<file path="src/rtl/trigger_timestamp_fifo_if.sv">
// Readout link between one data source and the round-robin arbiter.
// The source (master) offers FIFO_DATA whenever FIFO_EMPTY is low (first-word-fall-through).
interface trigger_timestamp_fifo_if;
  // Handshake: FIFO_EMPTY=0 is "valid" and FIFO_READ is the "ready"/grant. A word
  // transfers on a rising CLK edge where FIFO_EMPTY=0 and FIFO_READ=1. FIFO_READ
  // while FIFO_EMPTY=1 is ignored. FIFO_PREEMPT_REQ=1 asks the arbiter to keep
  // granting this source until the pending second word of a record has transferred.
  logic        FIFO_READ;
  logic        FIFO_EMPTY;
  logic [31:0] FIFO_DATA;
  logic        FIFO_PREEMPT_REQ;

  modport master (
    input  FIFO_READ,
    output FIFO_EMPTY,
    output FIFO_DATA,
    output FIFO_PREEMPT_REQ
  );

  modport slave (
    output FIFO_READ,
    input  FIFO_EMPTY,
    input  FIFO_DATA,
    input  FIFO_PREEMPT_REQ
  );
endinterface

</file>
<file path="src/rtl/trigger_timestamp_fifo.sv">
// Trigger recorder: each enabled TRIGGER rising edge becomes a two-word record
// (sequence number, timestamp) buffered in a FIFO and read out word by word.
module trigger_timestamp_fifo #(
  parameter int          DEPTH           = 16,
  parameter logic [3:0]  DATA_IDENTIFIER = 4'b0110,
  parameter logic [23:0] TRIG_CNT_RESET  = 24'd0
) (
  input  logic                      CLK,
  input  logic                      RST,
  input  logic                      ENABLE,
  input  logic                      TRIGGER,
  input  logic [31:0]               TIMESTAMP,
  trigger_timestamp_fifo_if.master  bus,
  output logic                      FULL,
  output logic [23:0]               TRIG_CNT,
  output logic [7:0]                LOST_CNT,
  output logic                      dbg_phase
);

  localparam int AW = (DEPTH > 1) ? $clog2(DEPTH) : 1;
  localparam int CW = AW + 1;

  typedef enum logic {
    PH_A = 1'b0,
    PH_B = 1'b1
  } phase_e;

  phase_e          phase_q, phase_d;
  logic            trig_d;
  logic [CW-1:0]   count_q, count_d;
  logic [AW-1:0]   wr_ptr_q, rd_ptr_q;
  logic [50:0]     mem [DEPTH];
  logic [50:0]     head;
  logic            empty_q, empty_d;
  logic            full_q, full_d;
  logic            preempt_q, preempt_d;
  logic            event_w, wr_en, advance, pop_en;
  logic            unused_ts_bits;

  // Only the low 27 timestamp bits fit into word B.
  assign unused_ts_bits = ^TIMESTAMP[31:27];

  assign event_w = TRIGGER & ~trig_d & ENABLE;
  // Drop decision uses the count before any same-cycle pop.
  assign wr_en   = event_w & (count_q != CW'(DEPTH));
  assign advance = bus.FIFO_READ & (count_q != '0);
  assign pop_en  = advance & (phase_q == PH_B);

  // Next-state and registered-output logic of the read phase FSM.
  always_comb begin
    phase_d   = phase_q;
    count_d   = count_q;
    if (advance) begin
      phase_d = (phase_q == PH_A) ? PH_B : PH_A;
    end
    case ({wr_en, pop_en})
      2'b10:   count_d = count_q + CW'(1);
      2'b01:   count_d = count_q - CW'(1);
      default: count_d = count_q;
    endcase
    preempt_d = (phase_d == PH_B);
    empty_d   = (count_d == '0);
    full_d    = (count_d == CW'(DEPTH));
  end

  always_ff @(posedge CLK) begin
    if (RST) begin
      phase_q   <= PH_A;
      count_q   <= '0;
      wr_ptr_q  <= '0;
      rd_ptr_q  <= '0;
      trig_d    <= 1'b0;
      empty_q   <= 1'b1;
      full_q    <= 1'b0;
      preempt_q <= 1'b0;
      TRIG_CNT  <= TRIG_CNT_RESET;
      LOST_CNT  <= 8'd0;
    end else begin
      phase_q   <= phase_d;
      count_q   <= count_d;
      trig_d    <= TRIGGER;
      empty_q   <= empty_d;
      full_q    <= full_d;
      preempt_q <= preempt_d;
      if (wr_en) begin
        wr_ptr_q <= wr_ptr_q + AW'(1);
      end
      if (pop_en) begin
        rd_ptr_q <= rd_ptr_q + AW'(1);
      end
      if (event_w) begin
        TRIG_CNT <= TRIG_CNT + 24'd1;
      end
      if (event_w && !wr_en && (LOST_CNT != 8'hFF)) begin
        LOST_CNT <= LOST_CNT + 8'd1;
      end
    end
  end

  // Record storage: {trig_no[23:0], ts[26:0]}, asynchronous read for fall-through.
  always_ff @(posedge CLK) begin
    if (wr_en) begin
      mem[wr_ptr_q] <= {TRIG_CNT, TIMESTAMP[26:0]};
    end
  end

  assign head = mem[rd_ptr_q];

  assign bus.FIFO_DATA = (phase_q == PH_B)
                       ? {DATA_IDENTIFIER, 1'b1, head[26:0]}
                       : {DATA_IDENTIFIER, 1'b0, 3'b000, head[50:27]};
  assign bus.FIFO_EMPTY       = empty_q;
  assign bus.FIFO_PREEMPT_REQ = preempt_q;
  assign FULL                 = full_q;
  assign dbg_phase            = phase_q;

endmodule

</file>
<file path="src/flat_wrapper.sv">
// flat-port wrapper written by rule: the top's interface ports become plain ports
module trigger_timestamp_fifo_flat 
#(
  parameter int          DEPTH           = 16,
  parameter logic [3:0]  DATA_IDENTIFIER = 4'b0110,
  parameter logic [23:0] TRIG_CNT_RESET  = 24'd0
)
  (CLK, RST, ENABLE, TRIGGER, TIMESTAMP, FULL, TRIG_CNT, LOST_CNT, dbg_phase, bus_FIFO_READ, bus_FIFO_EMPTY, bus_FIFO_DATA, bus_FIFO_PREEMPT_REQ);
  trigger_timestamp_fifo_if bus_i ();
  input  logic CLK;
  input  logic RST;
  input  logic ENABLE;
  input  logic TRIGGER;
  input  logic [31:0] TIMESTAMP;
  output logic FULL;
  output logic [23:0] TRIG_CNT;
  output logic [7:0] LOST_CNT;
  output logic dbg_phase;
  input wire logic [$bits(bus_i.FIFO_READ)-1:0] bus_FIFO_READ;
  output wire logic [$bits(bus_i.FIFO_EMPTY)-1:0] bus_FIFO_EMPTY;
  output wire logic [$bits(bus_i.FIFO_DATA)-1:0] bus_FIFO_DATA;
  output wire logic [$bits(bus_i.FIFO_PREEMPT_REQ)-1:0] bus_FIFO_PREEMPT_REQ;
  assign bus_i.FIFO_READ = bus_FIFO_READ;
  assign bus_FIFO_EMPTY = bus_i.FIFO_EMPTY;
  assign bus_FIFO_DATA = bus_i.FIFO_DATA;
  assign bus_FIFO_PREEMPT_REQ = bus_i.FIFO_PREEMPT_REQ;
  trigger_timestamp_fifo #(.DEPTH(DEPTH), .DATA_IDENTIFIER(DATA_IDENTIFIER), .TRIG_CNT_RESET(TRIG_CNT_RESET)) u_core (.CLK(CLK), .RST(RST), .ENABLE(ENABLE), .TRIGGER(TRIGGER), .TIMESTAMP(TIMESTAMP), .bus(bus_i), .FULL(FULL), .TRIG_CNT(TRIG_CNT), .LOST_CNT(LOST_CNT), .dbg_phase(dbg_phase));
endmodule
</file>
<file path="config.mk">
export PLATFORM = sky130hd
export DESIGN_NAME = trigger_timestamp_fifo_flat
export DESIGN_NICKNAME = d
export VERILOG_FILES = /design/src/rtl/trigger_timestamp_fifo_if.sv /design/src/rtl/trigger_timestamp_fifo.sv /design/src/flat_wrapper.sv
export SDC_FILE = /design/constraint.sdc
export NUM_CORES = 1
export LEC_CHECK = 0
export CORE_ASPECT_RATIO = 1.2
export CORE_MARGIN = 8
export CORE_UTILIZATION = 30
export CTS_CLUSTER_DIAMETER = 100
export DETAILED_ROUTE_END_ITERATION = 10
export GPL_TIMING_DRIVEN = 1
export PLACE_DENSITY = 0.46
export SLEW_MARGIN = 30
export SYNTH_ARGS = -nofsm -noshare
export SYNTH_HDL_FRONTEND = slang
export SYNTH_SLANG_ARGS = --single-unit
export TNS_END_PERCENT = 50
</file>
<file path="constraint.sdc">
create_clock -name CLK -period 5.45 [get_ports CLK]
set_input_delay 0.545 -clock CLK [delete_from_list [all_inputs] [get_ports CLK]]
set_output_delay 0.545 -clock CLK [all_outputs]
set_load 0.02 [all_outputs]
</file>
==> results.md, run 1 <==
* Status: finished, final reports clean
* Sw frac at approximately 20%
* CTS Buf Count at a little under 90
* Root Buffer: clkbuf_16
* Hold Path Class: in -> reg
* CP peak stage delay at about 850 ps
* Ratio of final minimum period to clock period at around four fifths
* FF-to-FF Start: u_core.count_q[1]
* CTS tree: built
* Vias after detailed routing at around 15000
* CP top delay family: multiplexers
* Comb power frac at about 2.5%
* #FFs+latches synth at between 800 and 900
* Remaining Overflow, GRT at 0
* NetSw at approximately 0.0027 W
* Vias in the first global route at ~17000
* DR DRC count at 0
* Routed wire length at between 80000 and 90000 um
* First-pass GRT wire length at roughly 120000 um
* Cell area after synthesis at 0.0334 mm2
* CTS max path bufs at 3
* Most used cell, CP: mux4_2
* Clock-pin transition on the worst setup and hold timing paths at around 60 ps
* Design Area, Final at 0.0394 mm2
* Layout Skew at 19.1 ps
* Most frequent cells in the layout: edfxtp_1 (816), mux4_2 (255), clkdlybuf4s50_1 (94)
* Avg Cell Area, Syn at about 23 um2
* Peak Freq at about 0.22 GHz
* Most common cell after layout, fill and taps aside: edfxtp_1
* Asr flop ratio synth at 0%
* PD cells at between 300 and 400 mW/mm2
* Crit path launch type: flop
* Reg-to-reg slack, setup at approximately 1800 ps
* RD Place Congestion at 0.700
* Reg2reg end: u_core.FULL
* Final nets at approximately 1700
* Fillcell total at ~10000
* Maximum vdd drop at 0.194 mV
* Clock share of power at between 40% and 50%
* H-Tree Depth at 3
* Final min period at about 4500 ps
* Buffers plus inverters on the worst setup path at 2
* Worst-Skew Late Latency at between 600 and 700 ps
* Worst Path Max Fanout at 31
* Synth unique cells at 48
* Postcts setup bufs at 0
* Placed Instances at 3018
* Max stage delay cell, worst path: dfxtp_4
* Int Pwr at 0.0106 W
* Placed wire-length estimate at roughly 43000 um
* Sequential power share at between 50% and 60%
* Worst-path cell chain: buf_4 -> mux4_2 -> mux4_2 -> mux2_2 -> clkdlybuf4s50_1
* Initial antenna violation count at 3
* Hold Violations, Final at 0
* WP data required at 4910 ps
* Register area share after synthesis at approximately three quarters
* Fraction of layout cells with a size suffix above 1 at between 20 and 30%
* RSZ-0062 raised after global routing: no
* Post_cts resized at 0
* Area of placed instances at roughly 0.037 mm2
* Pwr Total at about 0.013 W
* Die width at approximately 320 um
* Hold-fix buffers, CTS at 0
* Hold Crit Depth at 3
* Top FF cell, synth: edfxtp_1
* Vias/cell at 4.80
* P&R area growth vs syn at 17.9%
* Worst path arrival time at between 3000 and 4000 ps
* Max-slew violations at 0
* Port bufs at between 90 and 100
* Post-synth EDFFs at between 800 and 900
* Die footprint at between 0.1 and 0.15 mm2
* Hold EP: u_core.LOST_CNT[7]
* Gr usage total at a little over an eighth
* Worst hold slack at 491 ps
* Worst slew margin at roughly two fifths
* Hold_sp: RST
* Largest net degree at the start of global routing at 52
* Die height at 381 um
* Crit path capture type: primary output
* Final setup vio count at 0
* Core ar. at between 0.1 and 0.15 mm2
* Finished Layout Cells at ~3200
* R2R cell count at 11
* Yosys warns at 0
* Leakage power at approximately 12 nW
* Initial Util at 30.1%
* DR iter-0 viols at between 1000 and 1500
* Syn Inst Count at roughly 1500
* DRT Pass-1 Iters at 5
* Slew @ Worst Pin at about 900 ps
* Top Ports at about 110
* Rows at about 130
* Max Cap Viol at 0
* # clock sinks at 869
* Wire per inst at 25.9 um
* Worst setup path category: reg -> out
* Antenna Nets Post-Route at 0
==> registers in the layout (all words and copies together), names as in the netlist, named ones only <==
name and count:
u_core.trig_d 1, u_core.FULL 1, u_core.count_q 5, u_core.rd_ptr_q 4
u_core.LOST_CNT 8, u_core.TRIG_CNT 24, u_core.dbg_phase 1, u_core.mem 816
u_core.wr_ptr_q 4, u_core.bus.FIFO_EMPTY 1
==> worst min-delay path, cell delays in order <==
cell and delay [ps]:
buf_2 90, buf_4 310, nor2_1 160
==> worst max path at each step <==
stage	start	to	depth (start not counted)
floorplan	ENABLE	u_core.mem[1][0]	5
global placement	TRIGGER	u_core.FULL	12
detailed placement	TRIGGER	u_core.FULL	12
CTS	flop	bus_FIFO_DATA[11]	5
global route	flop	bus_FIFO_DATA[11]	5
finish	flop	bus_FIFO_DATA[11]	5
==> logic make-up after synthesis <==
group	synth area share, %
muxes	18.2
buffers and inverters	1.24
other	0.0225
DFF	76.6
adders and majority gates	0.412
AOI/OAI and AO/OA	0.484
and+or+nand+nor	2.04
xor gates and xnor gates	0.997
==> area by class of cell <==
class / instances / area, um2 / share of cell area, %
Multi-Input combinational cell: 500 / 7520 / 19.1
Tap cell: 1496 / 1870 / 4.76
Clock buffer: 116 / 2340 / 5.94
Timing Repair Buffer: 144 / 1650 / 4.18
Inverter: 9 / 33.8 / 0.0858
Clock inverter: 46 / 354 / 0.900
Sequential cell: 869 / 25600 / 65.0
Antenna cell: 3 / 7.51 / 0.0191
==> metrics by stage <==
stage | setup WS (ps) | setup TNS [ps] | utilization [%]
floorplan | -241 | -24600 | -
global placement | 1250 | 0 | 33.0
detailed placement | 1180 | 0 | 33.1
CTS | 804 | 0 | 35.5
global route | 755 | 0 | 35.5
finish | 986 | 0 | 35.5
==> routing by layer <==
metal	track usage (%)	vias to the layer above	part of all wire, %
met4	3.79	0	1.8
met3	2.49	85	4.2
met2	22.4	314	50
li1	-	6447	-
met5	0	-	0
met1	17.9	8435	44
==> synth_stat cells (3+ instances only) <==
cell type	count	share of area [%]
and3_1	3	0.056
nor3_1	9	0.13
xor2_1	17	0.45
o21ai_0	5	0.075
nor2_1	59	0.66
buf_4	13	0.29
ha_1	11	0.41
inv_1	9	0.10
or3_1	6	0.11
and4_1	3	0.079
clkbuf_1	47	0.53
edfxtp_1	816	73
nand3_1	10	0.15
mux4_2	255	17
and2_1	3	0.056
nand2b_1	3	0.056
dfxtp_1	53	3.2
nor2b_1	4	0.075
buf_2	11	0.16
buf_1	8	0.090
mux2_2	24	0.81
nand2_1	15	0.17
nor4_1	7	0.13
nand4_1	8	0.15
xnor2_1	21	0.55
mux2i_1	6	0.18
a21oi_1	6	0.090
==> power by group through the flow <==
stage	Clock, W	Combinational, W	Sequential [W]
finish	0.00570	0.000335	0.00730
global route	0.00611	0.000360	0.00730
CTS	0.00588	0.000344	0.00730
detailed placement	0	0.000343	0.00744
global placement	0	0.000338	0.00744
floorplan	0	0.000165	0.00744
No activity file was read; power rests on OpenSTA's default activity.
==> run 2, diff against run 1 <==
- PLACE_DENSITY: 0.46 -> 0.45
- clock period: 5.45 -> 4.6 ns (I/O delays scaled with it)
==> results.md, run 2 (synthesis results as in run 1) <==
* Status: finished, final reports clean
* CTS max path bufs at 3 (unchanged)
* Initial antenna violation count at 6 (+3)
* P&R area growth vs syn at 19.3%
* WP data required at 4140 ps (-770 ps)
* RD Place Congestion at 0.693 (-0.97%)
* Worst-Skew Late Latency at 660 ps (about the same)
* Antenna Nets Post-Route at 0 (unchanged)
* Worst Path Max Fanout at 57 (+84%)
* Die width at 320 um (unchanged)
* Postcts setup bufs at 0 (unchanged)
* Fillcell total at 10100 (-0.75%)
* Design Area, Final at 0.0398 mm2 (+1.2%)
* Initial Util at 30.1% (unchanged)
* PD cells at 410 mW/mm2 (+21%)
* Die footprint at 0.122 mm2 (unchanged)
* Worst setup path category: reg -> out
* Reg-to-reg slack, setup at 1190 ps (-650 ps)
* Maximum vdd drop at 0.246 mV (+27%)
* Placed wire-length estimate at 45100 um (+3.6%)
* Largest Register: u_core.mem
* Crit path capture type: primary output
* Gr usage total at 13.6% (+0.13 points)
* CTS tree: built
* Final setup vio count at 0 (unchanged)
* Pwr Total at 0.0163 W (+23%)
* Hold-fix buffers, CTS at 0 (unchanged)
* Fraction of layout cells with a size suffix above 1 at 29.1% (+1.0 points)
* Port bufs at 95 (unchanged)
* Top sig layer: met5
* RSZ-0062 raised after global routing: no
* DR DRC count at 0 (unchanged)
* Vias in the first global route at 16800 (+0.56%)
* Root Buffer: clkbuf_16
* Max Cap Viol at 0 (unchanged)
* # clock sinks at 869 (unchanged)
* Most common cell after layout, fill and taps aside: edfxtp_1
* Largest registers: u_core.mem x816, u_core.TRIG_CNT x24, u_core.LOST_CNT x8
* Routed wire length at 83100 um (+0.76%)
* Worst slew margin at 39.4% (-0.40 points)
* Layout Skew at 18.8 ps (-0.346 ps)
* Vias/cell at 4.77 (-0.62%)
* Largest register FFs at 816 (unchanged)
* Most frequent cells in the layout: edfxtp_1 (816), mux4_2 (255), clkbuf_16 (95)
* Top Ports at 105 (unchanged)
* Largest net degree at the start of global routing at 73 (+40%)
* Routed length on met3 at 3780 um (+8.6%)
* CTS Buf Count at 91 (+3.4%)
* Final nets at 1674 (+0.84%)
* Hold Violations, Final at 0 (unchanged)
* Rows at 134 (unchanged)
* DRT Pass-1 Iters at 4 (-1)
* Clock-pin transition on the worst setup and hold timing paths at 60 ps (about the same)
* DR iter-0 viols at 1021 (-24%)
* Met2 wire len at 41700 um (+1.2%)
* Area of placed instances at 0.0369 mm2 (+0.55%)
* First-pass GRT wire length at 120000 um (+1.0%)
* Diodes inserted at 0 (-3)
* Peak Freq at 0.240 GHz
* Wire per inst at 26.0 um (+0.38%)
* Hold Path Class: in -> reg
* Crit path launch type: flop
* Final min period at about 4200 ps
* Die height at 381 um (unchanged)
* Slew @ Worst Pin at 906 ps (+3.03 ps)
* Ratio of final minimum period to clock period at 90.4%
* Max-slew violations at 0 (unchanged)
* Worst path arrival time at 3700 ps (-220 ps)
* Leakage power at 12.3 nW (+1.7%)
* Post_cts resized at 0 (unchanged)
* DRT met1 WL at 36400 um (+0.42%)
* Core ar. at 0.111 mm2 (unchanged)
* Remaining Overflow, GRT at 0 (unchanged)
* H-Tree Depth at 3 (unchanged)
* Vias after detailed routing at 15200 (-0.25%)
## run 2: cell count changes in the layout (fill, tap and decap cells not counted), sizes merged
cell,previous run,this run
diode,3,0
buf,50,61
clkinvlp,1,6
clkinv,38,39
bufinv,3,8
inv,13,12
clkbuf,116,110
## run 2: through the flow
stage / utilization [%] / hold WS, ps / cells / worst slack, ps / setup TNS (ps)
3_5_place_dp: 33.3 / 504 / 3029 / 842 / 0
2_1_floorplan: - / 485 / 1459 / -1010 / -102630
6_report: 35.9 / 278 / 3195 / 440 / 0
3_3_place_gp: 33.3 / 508 / 3029 / 844 / 0
5_1_grt: 35.9 / 294 / 3195 / 247 / 0
4_1_cts: 35.9 / 245 / 3195 / 315 / 0
## run 2: power by group
part | internal [W] | switching [W]
clock | 0.00424 | 0.00306
combinational | 0.000174 | 0.000226
sequential | 0.00863 | 0.0000189
total | 0.0130 | 0.00330
## run 2: layout make-up
cell class | count | area (um2) | area share (%)
multi-input cells | 500 | 7520 | 18.9
clock inverters | 56 | 520 | 1.31
clock buffers | 110 | 2440 | 6.14
repair buffers | 155 | 1850 | 4.64
well taps | 1496 | 1870 | 4.70
flip-flops and latches | 869 | 25600 | 64.2
inverters | 9 | 33.8 | 0.0848
## run 2: layer usage
layer	track usage (%)	vias up
met1	17.9	8379
li1	-	6488
met2	23.0	284
met4	3.09	4
met5	0	-
met3	2.77	88
## run 2: worst paths after layout
kind | end | depth (start not counted) | from
max reg2reg | u_core.FULL | 10 | u_core.count_q[1]
min reg2reg | u_core.rd_ptr_q[3] | 2 | u_core.rd_ptr_q[3]
min | u_core.LOST_CNT[6] | 2 | RST
max | bus_FIFO_DATA[14] | 5 | flop
## run 2: critical path: stages, from the launching register on
cell	delay, ps
dfxtp_4	480
buf_12	420
mux4_2	590
mux4_2	550
mux2_2	340
clkdlybuf4s50_1	560
==> run 3, diff against run 2 <==
- CORE_UTILIZATION: 30 -> 35
- PLACE_DENSITY: 0.45 -> 0.5
==> results.md, run 3 (synthesis results as in run 1) <==
* Die width at 298 um (-7.0%)
* DRT Pass-1 Iters at 5 (+1)
* Final nets at 1656 (-1.1%)
* Largest register FFs at 816 (unchanged)
* Clock-pin transition on the worst setup and hold timing paths at 60 ps (about the same)
* End point of the critical path: bus_FIFO_DATA[14]
* Top Ports at 105 (unchanged)
* Design Area, Final at 0.0393 mm2 (-1.4%)
* Area of the multi-input gates at 0.00752 mm2 (unchanged)
* Root Buffer: clkbuf_16
* Fillcell total at 8353 (-17%)
* Placed wire-length estimate at 38400 um (-15%)
* Post_cts resized at 0 (unchanged)
* Fraction of layout cells with a size suffix above 1 at 28.8% (-0.24 points)
* DR iter-0 viols at 966 (-5.4%)
* Slew @ Worst Pin at 955 ps (+48.5 ps)
* Worst Path Max Fanout at 66 (+16%)
* Comb power frac at 2.4% (about the same)
* Max Cap Viol at 0 (unchanged)
* M2 GR Usage at 25.4% (+2.4 points)
* Port bufs at 95 (unchanged)
* Max stage delay cell, worst path: mux4_2
* Worst-path cell chain: buf_12 -> mux4_2 -> mux4_2 -> mux2_2 -> clkdlybuf4s50_1
* Wire per inst at 26.8 um (+3.2%)
* Initial Util at 35.1% (+5.0 points)
* Int Pwr at 0.0132 W (+1.4%)
* Gr usage total at 14.8% (+1.2 points)
* Hold Path Class: in -> reg
* Maximum vdd drop at 0.259 mV (+5.3%)
* Core ar. at 0.0950 mm2 (-14%)
* PD cells at 418 mW/mm2 (+1.8%)
* Final setup vio count at 0 (unchanged)
* Peak Freq at 0.246 GHz (+2.2%)
* Layout Skew at 32.4 ps (+13.6 ps)
* FF-to-FF Start: u_core.count_q[1]
* Most used cell, CP: mux4_2
* Vias/cell at 5.17 (+8.3%)
* Sequential power share at 52.7% (-0.2 points)
* CTS max path bufs at 3 (unchanged)
* CP top delay family: multiplexers
* WP depth at 5 (unchanged)
* Die footprint at 0.106 mm2 (-14%)
* RD Place Congestion at 0.692 (-0.22%)
* Worst slew margin at 36.3% (-3.1 points)
* Reg-to-reg slack, setup at 1130 ps (-60 ps)
* CTS tree: built
* Register area at 0.0256 mm2 (unchanged)
* Postcts setup bufs at 0 (unchanged)
* Clock share of power at 44.9% (+0.3 points)
* NetSw at 0.00318 W (-3.5%)
* Worst path arrival time at 3610 ps (-90 ps)
* Worst-Skew Late Latency at 640 ps (-20 ps)
* Rows at 124 (-7.5%)
* Status: finished, final reports clean
* Vias after detailed routing at 15200 (-0.47%)
* Most frequent cells in the layout: edfxtp_1 (816), mux4_2 (255), clkdlybuf4s50_1 (94)
* Crit path launch type: flop
* Hold-fix buffers, CTS at 0 (unchanged)
* Largest registers: u_core.mem x816, u_core.TRIG_CNT x24, u_core.LOST_CNT x8
* First-pass GRT wire length at 115000 um (-4.5%)
* Max-slew violations at 0 (unchanged)
* Initial antenna violation count at 4 (-2)
* Most common cell after layout, fill and taps aside: edfxtp_1
* Buffers plus inverters on the worst setup path at 2 (unchanged)
* # clock sinks at 869 (unchanged)
* Pre-CTS WS at 790 ps (-52.5 ps)
* Vias in the first global route at 16600 (-1.3%)
* GRT Max-Usage Layer: met2
* RSZ-0062 raised after global routing: no
* Final min period at 4070 ps (-89.2 ps)
* Worst setup path category: reg -> out
* Hold Violations, Final at 0 (unchanged)
* Largest net degree at the start of global routing at 67 (-8.2%)
* Leakage power at 12.2 nW (-0.74%)
* Pwr Total at 0.0164 W (+0.41%)
* Met3 track demand over resource at 2.50% (-0.28 points)
* Crit path capture type: primary output
* Final worst slack at 529 ps (+89.2 ps)
* Sw frac at 19.4% (-0.79 points)
* P&R area growth vs syn at 17.6%
* Die height at 354 um (-7.1%)
* WP data required at 4140 ps (about the same)
* Routed wire length at 78800 um (-5.2%)
* CP peak stage delay at 590 ps (about the same)
* R2R cell count at 10 (unchanged)
* Reg2reg end: u_core.FULL
* Area of placed instances at 0.0363 mm2 (-1.6%)
* Largest Register: u_core.mem
* Ratio of final minimum period to clock period at 88.5% (-1.9 points)
* Remaining Overflow, GRT at 0 (unchanged)
* Antenna Nets Post-Route at 0 (unchanged)
* H-Tree Depth at 3 (unchanged)
* CTS Buf Count at 91 (unchanged)
* DR DRC count at 0 (unchanged)
* GR Util met1 at 19.6% (+1.7 points)
[run 3: cell count changes in the layout (fill, tap and decap cells not counted)]
| cell | change |
|---|---|
| clkinv_8 | -2 |
| diode_2 | +2 |
| buf_4 | -5 |
| clkinvlp_4 | -3 |
| buf_12 | -13 |
| clkbuf_1 | -3 |
| inv_6 | +1 |
| clkinv_4 | -1 |
| inv_16 | -1 |
| bufinv_16 | +5 |
| clkinv_1 | -10 |
| clkinv_2 | +10 |
| clkbuf_16 | -2 |
[run 3: power groups by stage]
| stage | combinational, W | clock [W] | sequential (W) |
|---|---|---|---|
| 4_1_cts | 0.000403 | 0.00756 | 0.00865 |
| 5_1_grt | 0.000420 | 0.00787 | 0.00864 |
| 3_3_place_gp | 0.000394 | 0 | 0.00881 |
| 3_5_place_dp | 0.000402 | 0 | 0.00881 |
| 6_report | 0.000390 | 0.00737 | 0.00865 |
| 2_1_floorplan | 0.000196 | 0 | 0.00881 |
[run 3: metrics by stage]
step           TNS (ps)  std cells  utilization (%)  hold slack (ps)
2_1_floorplan   -102630       1459                -              485
3_3_place_gp          0       2775             38.2              497
3_5_place_dp          0       2775             38.2              542
4_1_cts               0       2935             41.3              282
5_1_grt               0       2935             41.3              304
6_report              0       2937             41.3              304
[run 3: final cells by class]
| type | instances | share of cell area [%] |
|---|---|---|
| multi-input cells | 500 | 19.2 |
| well taps | 1260 | 4.02 |
| clock buffers | 105 | 6.07 |
| clock inverters | 55 | 1.55 |
| repair buffers | 137 | 3.95 |
| flip-flops and latches | 869 | 65.2 |
| inverters | 9 | 0.0860 |
| diodes | 2 | 0.0127 |
[run 3: metal layers]
layer  wire (um)  part of all wire [%]  vias up
met3        3230                   4.1       90
met5          13                 0.017        -
li1            -                     -     6426
met1       34200                    43     8366
met4        1370                   1.7        2
met2       40000                    51      288
[run 3: worst min path at each step]
| stage | from | end | slack [ps] | cells past startpoint |
|---|---|---|---|---|
| 2_1_floorplan | u_core.rd_ptr_q[3] | flop | 480 | 2 |
| 5_1_grt | RST | u_core.count_q[1] | 300 | 2 |
| 3_3_place_gp | u_core.rd_ptr_q[3] | flop | 500 | 2 |
| 3_5_place_dp | u_core.LOST_CNT[6] | u_core.LOST_CNT[6] | 540 | 2 |
| 4_1_cts | RST | u_core.LOST_CNT[7] | 280 | 2 |
| 6_report | RST | u_core.LOST_CNT[6] | 300 | 2 |
